`src/rtl/color_seq_gen.sv`:
```
// color_seq_gen: 4-entry command FIFO feeding an RGB line sequencer.
// Each entry drives one colour (or dark) for HoldIn+1 cycles. GAP_CYCLES
// dark cycles follow each entry. NewColor strobes on each new non-dark colour.
module color_seq_gen #(
  parameter int GAP_CYCLES = 1,
  parameter int DEPTH      = 4
) (
  input  logic       Clock,
  input  logic       Reset,
  input  logic       Push,
  input  logic [1:0] ColorIn,
  input  logic [3:0] HoldIn,
  output logic       Full,
  output logic       Red,
  output logic       Green,
  output logic       Blue,
  output logic       NewColor,
  output logic       Busy
);

  typedef enum logic [1:0] {
    S_IDLE  = 2'd0,
    S_DRIVE = 2'd1,
    S_GAP   = 2'd2
  } state_e;

  // The gap counter runs from GAP_CYCLES-1 down to 0. It is unused when GAP_CYCLES is 0.
  localparam logic [3:0] GAP_LOAD = (GAP_CYCLES > 0) ? 4'(GAP_CYCLES - 1) : 4'd0;
  localparam logic [2:0] FULL_CNT = 3'(DEPTH);

  state_e     state_q, state_d;
  logic [2:0] count_q, count_d;
  logic [1:0] wr_ptr_q, wr_ptr_d;
  logic [1:0] rd_ptr_q, rd_ptr_d;
  logic [3:0] hold_q, hold_d;
  logic [3:0] gap_q, gap_d;
  logic [2:0] rgb_q, rgb_d;
  logic       newcolor_q, newcolor_d;
  logic [5:0] mem_q [4];

  logic       push_ok;
  logic       pop;
  logic       load;
  logic [5:0] head;

  // Map a colour code to {Red,Green,Blue}. Code 11 is dark.
  function automatic logic [2:0] decode_color(input logic [1:0] code);
    case (code)
      2'b00:   decode_color = 3'b100;
      2'b01:   decode_color = 3'b010;
      2'b10:   decode_color = 3'b001;
      default: decode_color = 3'b000;
    endcase
  endfunction

  // Queue payload storage. Stale slots are never read because count guards every pop.
  always_ff @(posedge Clock) begin
    if (push_ok) mem_q[wr_ptr_q] <= {ColorIn, HoldIn};
  end

  // Sequencer next state, queue bookkeeping and line values.
  always_comb begin
    state_d    = state_q;
    hold_d     = hold_q;
    gap_d      = gap_q;
    rgb_d      = rgb_q;
    load       = 1'b0;
    head       = mem_q[rd_ptr_q];
    // Full comes from the registered count only, so a same-cycle pop cannot admit a push.
    push_ok    = Push && (count_q != FULL_CNT);

    case (state_q)
      S_IDLE: begin
        if (count_q != 3'd0) load = 1'b1;
      end
      S_DRIVE: begin
        if (hold_q != 4'd0) begin
          hold_d = hold_q - 4'd1;
        end else if (GAP_CYCLES > 0) begin
          state_d = S_GAP;
          gap_d   = GAP_LOAD;
          rgb_d   = 3'b000;
        end else if (count_q != 3'd0) begin
          load = 1'b1;
        end else begin
          state_d = S_IDLE;
          rgb_d   = 3'b000;
        end
      end
      S_GAP: begin
        if (gap_q != 4'd0) begin
          gap_d = gap_q - 4'd1;
        end else if (count_q != 3'd0) begin
          load = 1'b1;
        end else begin
          state_d = S_IDLE;
        end
      end
      default: begin
        state_d = S_IDLE;
        rgb_d   = 3'b000;
      end
    endcase

    if (load) begin
      state_d = S_DRIVE;
      rgb_d   = decode_color(head[5:4]);
      hold_d  = head[3:0];
    end
    pop = load;

    wr_ptr_d = push_ok ? wr_ptr_q + 2'd1 : wr_ptr_q;
    rd_ptr_d = pop ? rd_ptr_q + 2'd1 : rd_ptr_q;
    case ({push_ok, pop})
      2'b10:   count_d = count_q + 3'd1;
      2'b01:   count_d = count_q - 3'd1;
      default: count_d = count_q;
    endcase

    // Strobe only on entry into a lit colour that differs from the current one.
    newcolor_d = (rgb_d != 3'b000) && (rgb_d != rgb_q);
  end

  // Control and output registers. Reset clears them asynchronously.
  always_ff @(posedge Clock or negedge Reset) begin
    if (!Reset) begin
      state_q    <= S_IDLE;
      count_q    <= 3'd0;
      wr_ptr_q   <= 2'd0;
      rd_ptr_q   <= 2'd0;
      hold_q     <= 4'd0;
      gap_q      <= 4'd0;
      rgb_q      <= 3'b000;
      newcolor_q <= 1'b0;
    end else begin
      state_q    <= state_d;
      count_q    <= count_d;
      wr_ptr_q   <= wr_ptr_d;
      rd_ptr_q   <= rd_ptr_d;
      hold_q     <= hold_d;
      gap_q      <= gap_d;
      rgb_q      <= rgb_d;
      newcolor_q <= newcolor_d;
    end
  end

  assign Red      = rgb_q[2];
  assign Green    = rgb_q[1];
  assign Blue     = rgb_q[0];
  assign NewColor = newcolor_q;
  assign Full     = (count_q == FULL_CNT);
  assign Busy     = (state_q != S_IDLE) || (count_q != 3'd0);

endmodule
```
`config.mk`:
```
export PLATFORM = sky130hd
export DESIGN_NAME = color_seq_gen
export DESIGN_NICKNAME = d
export VERILOG_FILES = /design/src/rtl/color_seq_gen.sv
export SDC_FILE = /design/constraint.sdc
export NUM_CORES = 1
export LEC_CHECK = 0
export CORE_ASPECT_RATIO = 0.7
export CORE_UTILIZATION = 62
export CTS_CLUSTER_SIZE = 25
export DETAILED_ROUTE_END_ITERATION = 6
export DONT_BUFFER_PORTS = 1
export GPL_TIMING_DRIVEN = 0
export PLACE_DENSITY = 0.78
export SLEW_MARGIN = 20
export SYNTH_ARGS = -nofsm -noshare
export SYNTH_HDL_FRONTEND = slang
export SYNTH_SLANG_ARGS = --single-unit
```
`constraint.sdc`:
```
create_clock -name Clock -period 2.45 [get_ports Clock]
set_input_delay 0.245 -clock Clock [delete_from_list [all_inputs] [get_ports Clock]]
set_output_delay 0.245 -clock Clock [all_outputs]
set_load 0.05 [all_outputs]
```
=== Word level (Yosys, flattened, before mapping) ===
Memories as Yosys holds them, arrays and structs flattened.
Cells that the tools add are included.

* Register bits: 21
* Bits in writable memories: 24
* Output and inout port bits: 6
* Word-level logic and storage cells: 69
* Memories: 1

{| class="wikitable"
|+ Memory list
! memory !! depth !! width !! read ports !! clocked after Yosys merged registers in !! wr ports !! line !! RTL
|-
| mem_q || 4 || 6 || 1 || 0 || 1 || 39 || <nowiki>logic [5:0] mem_q [4];</nowiki>
|}

* $add $sub $neg: 6
* Equal/unequal tests: 15
* Mux-type cells: 21
* Reduce and logical (&&, ||, !) cells: 18

{| class="wikitable"
|+ Operators with widths
! operator !! number
|-
| 4-bit two-way mux || 5
|-
| 3-bit != test (second input constant) || 4
|-
| 3-bit one-hot mux with 2 select lines || 2
|-
| 2-bit nonzero test || 5
|-
| 3-bit one-hot mux with 3 select lines || 1
|-
| 2-bit two-way mux || 4
|-
| 4-bit one-hot mux with 2 select lines || 1
|-
| 4-bit nonzero test || 2
|-
| 4-bit by 1-bit subtractor with 4-bit output (second input constant) || 2
|-
| 2-bit by 1-bit == test with 1-bit output (second input constant) || 3
|-
| 2-bit == test (second input constant) || 3
|-
| 3-bit two-way mux || 2
|-
| 2-bit != test (second input constant) || 3
|-
| 2-bit one-hot mux with 3 select lines || 1
|-
| 3-bit nonzero test || 2
|-
| 2-bit by 1-bit adder with 2-bit output (second input constant) || 2
|-
| 2-bit zero test || 2
|-
| 1-bit two-way mux || 4
|-
| 4-bit AND reduction || 1
|-
| 3-bit by 1-bit adder with 3-bit output (second input constant) || 1
|-
| 3-bit == test (second input constant) || 1
|-
| 3-bit != test || 1
|-
| 3-bit AND reduction || 1
|-
| 3-bit by 1-bit subtractor with 3-bit output (second input constant) || 1
|-
| other kinds (5) || 6
|}

=== Logic depth before layout (Yosys ltp) ===
* Depth after elaboration: 7
* Depth in mapped cells: 11
* Gate-level depth less buffers: 11

=== Worst setup path after synthesis ===
Ideal clock, no wire load.

* Path kind: reg-to-reg
* Start point: reg count_q[0]
* End point: reg count_q[2]
* Setup time: 0.079 ns
* Data arrival time: 2.227 ns
* Required time: 2.371 ns
* Setup slack: 0.144 ns
* Cell stages (with the launch flop): 12
* Path buffers: 1
* Clock period less this slack: 2.306 ns
* Path through: dfrtp_1 -> inv_1 -> and3_1 -> nor2b_1 -> clkbuf_1 -> inv_1 -> ha_1 -> inv_1 -> fa_1 -> xor2_1 -> nor2_1 -> xor2_1

* Cells in the longest elaborated chain, start to end: 6
* Elaborated cells on any way between the ends: 12
* Classes of those cells: 2 x add/sub; 3 x eq/ne; 4 x mux; 3 x reduce/logical

{| class="wikitable"
|+ RTL lines
! what !! line !! RTL
|-
| start: declaration || 32 || <nowiki>logic [2:0] count_q, count_d;</nowiki>
|-
| start signal: assignment || 137 || <nowiki>count_q <= count_d;</nowiki>
|-
| 3-bit nonzero test || 74, 93 ||
|-
| 1-bit two-way mux || 74, 93 ||
|-
| 1-bit two-way mux || 91 || <nowiki>if (gap_q != 4'd0) begin</nowiki>
|-
| 1-bit one-hot mux with 2 select lines || 72 || <nowiki>case (state_q)</nowiki>
|-
| 2-bit by 1-bit == test with 1-bit output or 2-bit == test (tied branches) || 114 || <nowiki>case ({push_ok, pop})</nowiki>
|-
| 3-bit one-hot mux with 2 select lines or 2-bit nonzero test (tied branches) || -- ||
|}

Parallel ways exist; a longest one is shown, timed or not.
A chain may end at the register's enable or synchronous reset.

=== Final worst setup path ===
* Start point: reg gap_q[0]
* End point: reg count_q[2]

* Cells in the longest elaborated chain, start to end: 5
* Elaborated cells on any way between the ends: 7
* Classes of those cells: 2 x eq/ne; 3 x mux; 2 x reduce/logical

{| class="wikitable"
|+ RTL lines
! what !! line !! RTL
|-
| start: declaration || 36 || <nowiki>logic [3:0] gap_q, gap_d;</nowiki>
|-
| start signal: assignment || 141 || <nowiki>gap_q <= gap_d;</nowiki>
|-
| 4-bit nonzero test (*) || 91 ||
|-
| 1-bit two-way mux (*) || 91 ||
|-
| 1-bit one-hot mux with 2 select lines (*) || 72 ||
|-
| net load || 43 || <nowiki>logic load;</nowiki>
|-
| 2-bit by 1-bit == test with 1-bit output or 2-bit == test (tied branches) || 114 ||
|-
| 3-bit one-hot mux with 2 select lines or 2-bit nonzero test (tied branches) || -- ||
|}

The timed path passes the listed nets; every way through them passes the cells marked *.

==> impl_metrics.csv <==
group,metric,value,unit
worst_setup_path,crit_type,"reg2reg",
route,drtIter0Drc,67,
finish,syn_to_final_growth,11.44,%
floorplan,die_w,71.55,µm
worst_setup_path,arrival,2.51,ns
logic_synthesis,synth_cell_types,39,
worst_setup_path,worst_setup_path_end_kind,"flop",
route,vias,1226,
global_routing,met2_usage,33.17,%
finish,stdcell_count,214,
worst_setup_path,required,2.66,ns
logic_synthesis,ys_warn_count,0,
clocking,clk_latency,0.29,ns
floorplan,initial_utilization,65.80,%
finish,nNetsFinal,192,
clocking,htreeDepth,2,
global_routing,overflow,0,
sta,worst_clock_skew,0.005293,ns
logic_synthesis,yosys.area.top_type_share,34.33,%
sta,layout_setup_ws,0.1532,ns
worst_setup_path,crit_chain,"inv_1, ha_2, nor3b_4, o211ai_4, inv_4, ha_2, inv_1, fa_1, xor2_1, nor2_1, xor2_1",
power_and_ir_drop,ir_drop,0.8175,mV
worst_setup_path,cp_num_buf_inv,3,
clocking,cts-root-buf,"clkbuf_8",
clocking,cts_tree,"yes",
global_routing,grt_pass1_vias,1188,
global_routing,grt_max_degree,22,
sta,worst_slew_pin_slew,0.6221,ns
logic_synthesis,synth_edf_count,24,
logic_synthesis,async_flop_share,46.67,%
worst_setup_path,max_stage_delay,0.39,ns
sta,setup_tns,0,ns
power_and_ir_drop,p_per_area,1258,mW/mm²
logic_synthesis,synth.most_common_cell,"edfxtp_1",
route,post-route-drc-count,0,
worst_setup_path,critical-path-slowest-cell,"dfrtp_1",
logic_synthesis,synthesis.nets,177,
sta,finalSetupViolCount,0,
route,final_antenna_net_count,0,
flow_run,drv_cap,0,
floorplan,dieArea,0.003627,mm²
floorplan,boundaryPins,15,
sta,fmax,435.4,MHz
placed_design,globalplace.congestion,0.8091,
global_routing,grt_pass1_wl,5602,µm
placed_design,dp.cells,198,
logic_synthesis,synth_commonest_cells,"edfxtp_1, dfrtp_1, nand2_1",
logic_synthesis,synthFlopType,"edfxtp_1",
logic_synthesis,yosys.area.top_type,"edfxtp_1",
worst_setup_path,cp_max_fo,6,
finish,n_antenna_cell,0,
route,drt_pre_antenna_iters,4,
global_routing,antenna_found_initial,0,
floorplan,die_y,50.69,µm
global_routing,grt_util_met3,6.024,%
placed_design,dp_slack,-0.03118,ns
outcome,status,"complete, no violations",
clocking,clk_pin_slew,0.08,ns
logic_synthesis,syn_inst,160,
clocking,clock-sinks,45,
placed_design,dp_hpwl,2495,µm
worst_setup_path,worstSetupStartpointType,"flop",
logic_synthesis,synth_seq_cells,45,
sta,slew_headroom,58.53,%
worst_hold_path,hold_path_class,"in2reg",
logic_synthesis,synth.avg_cell_area,13.12,µm²
logic_synthesis,synth.top_cells.by_area,"edfxtp_1, dfrtp_1, mux4_1",
placed_design,place.port_buffers,0,
global_routing,busiest_layer,"met2",
sta,drv_slew,0,
route,wl_per_cell,16.44,µm
finish,fill_cells,200,
sta,hold_viol,0,
logic_synthesis,syn_area,0.002100,mm²
global_routing,grt.total_usage,21.40,%
worst_setup_path,path_delay_family,"adder cells",
logic_synthesis,ys_seq_area_share,59.36,%
finish,drive_gt1_share,15.91,%
floorplan,core_area,0.003191,mm²
route,viasPerCell,5.729,
finish,utilization,73.33,%
sta,holdWs,0.04658,ns
sta,min_period,2.297,ns
power_and_ir_drop,p_leak,0.9469,nW
clocking,clk_path_buf_depth,2,
floorplan,rows,17,
sta,fin_crit_sh,93.75,%
clocking,numCtsBuffers,5,
global_routing,grtUsageMet1,29.71,%
route,wirelength,3518,µm
==> report_power, final <==
part	leakage [nW]	total [mW]	internal [mW]	switching, mW
sequential	0.483	1.21	1.02	0.189
combinational	0.405	1.18	0.528	0.647
clock	0.0585	0.561	0.332	0.229
total	0.947	2.94	1.88	1.06
==> state kept, by name, indices dropped and copies added, names as in the netlist <==
register / flops
mem_q: 24
gap_q: 4
hold_q: 4
count_q: 3
rgb_q: 3
rd_ptr_q: 2
state_q: 2
wr_ptr_q: 2
NewColor: 1
==> stage by stage <==
step / area, µm² / total power [mW]
3_5_place_dp: 2147 / 2.304
2_1_floorplan: 2100 / 2.066
3_3_place_gp: 2147 / 2.214
5_1_grt: 2340 / 3.133
4_1_cts: 2275 / 2.870
6_report: 2340 / 2.944
==> what timing repair did <==
item,4_1_cts,5_1_grt
hold endpoints to repair,21,21
pin swaps,0,1
setup endpoints to repair,1,2
resized for setup,1,4
hold buffers,1,1
setup buffers,0,6
cloned,0,0
==> cells in the final DEF, fill, tap and decap left out, drive strengths merged, types with 2 or more instances in the layout <==
| cell type | Yosys | final |
|---|---|---|
| buf | 2 | 9 |
| o22ai | 2 | 2 |
| dfrtp | 21 | 21 |
| xnor2 | 7 | 7 |
| a21oi | 5 | 5 |
| ha | 7 | 7 |
| nor4 | 2 | 2 |
| xor2 | 3 | 3 |
| mux4 | 6 | 6 |
| o21ai | 11 | 11 |
| nand2b | 2 | 2 |
| clkbuf | 2 | 9 |
| nor2b | 2 | 2 |
| nor3b | 4 | 4 |
| or3 | 2 | 2 |
| a21o | 3 | 3 |
| nand2 | 15 | 15 |
| inv | 13 | 13 |
| and2 | 5 | 5 |
| nor2 | 12 | 12 |
| edfxtp | 24 | 24 |
==> logic make-up after synthesis <==
| kind of cell | count (synthesis) | share of synthesized area, % |
|---|---|---|
| AO/OA/AOI/OAI | 26 | 8.045 |
| AND/OR/NAND/NOR | 48 | 12.45 |
| XOR/XNOR | 10 | 4.172 |
| flip-flops | 45 | 59.36 |
| multiplexers | 6 | 7.151 |
| adder cells (fa/ha/maj) | 8 | 5.125 |
| buffers and inverters | 17 | 3.695 |
==> metal layers <==
| metal | share of wire, % | vias to the layer above |
|---|---|---|
| met2 | 49 | 19 |
| met1 | 47 | 609 |
| met5 | 0 | - |
| li1 | - | 596 |
| met3 | 3.8 | 2 |
| met4 | 0.34 | 0 |
==> final cells by class <==
| class | instances | area (µm²) | area share [%] |
|---|---|---|---|
| Clock buffer | 7 | 86.33 | 3.690 |
| Buffer | 4 | 26.28 | 1.123 |
| Timing Repair Buffer | 8 | 60.06 | 2.567 |
| Inverter | 13 | 51.30 | 2.193 |
| Tap cell | 38 | 47.55 | 2.032 |
| Multi-Input combinational cell | 98 | 792.0 | 33.85 |
| Clock inverter | 1 | 30.03 | 1.283 |
| Sequential cell | 45 | 1246 | 53.26 |
==> worst paths after layout <==
kind / end / slack (ns) / cells past startpoint / start
worst max-delay path: count_q[2] / 0.15 / 11 / gap_q[0]
min in group asynchronous: rgb_q[0] / 0.46 / 2 / Reset
worst min register to register: count_q[2] / 0.51 / 1 / count_q[2]
worst min-delay path: mem_q[0][5] / 0.05 / 0 / ColorIn[1]
worst max register to register: count_q[2] / 0.15 / 11 / gap_q[0]
max in group asynchronous: gap_q[1] / 1.65 / 2 / Reset
(Power assumes the default switching activity.)
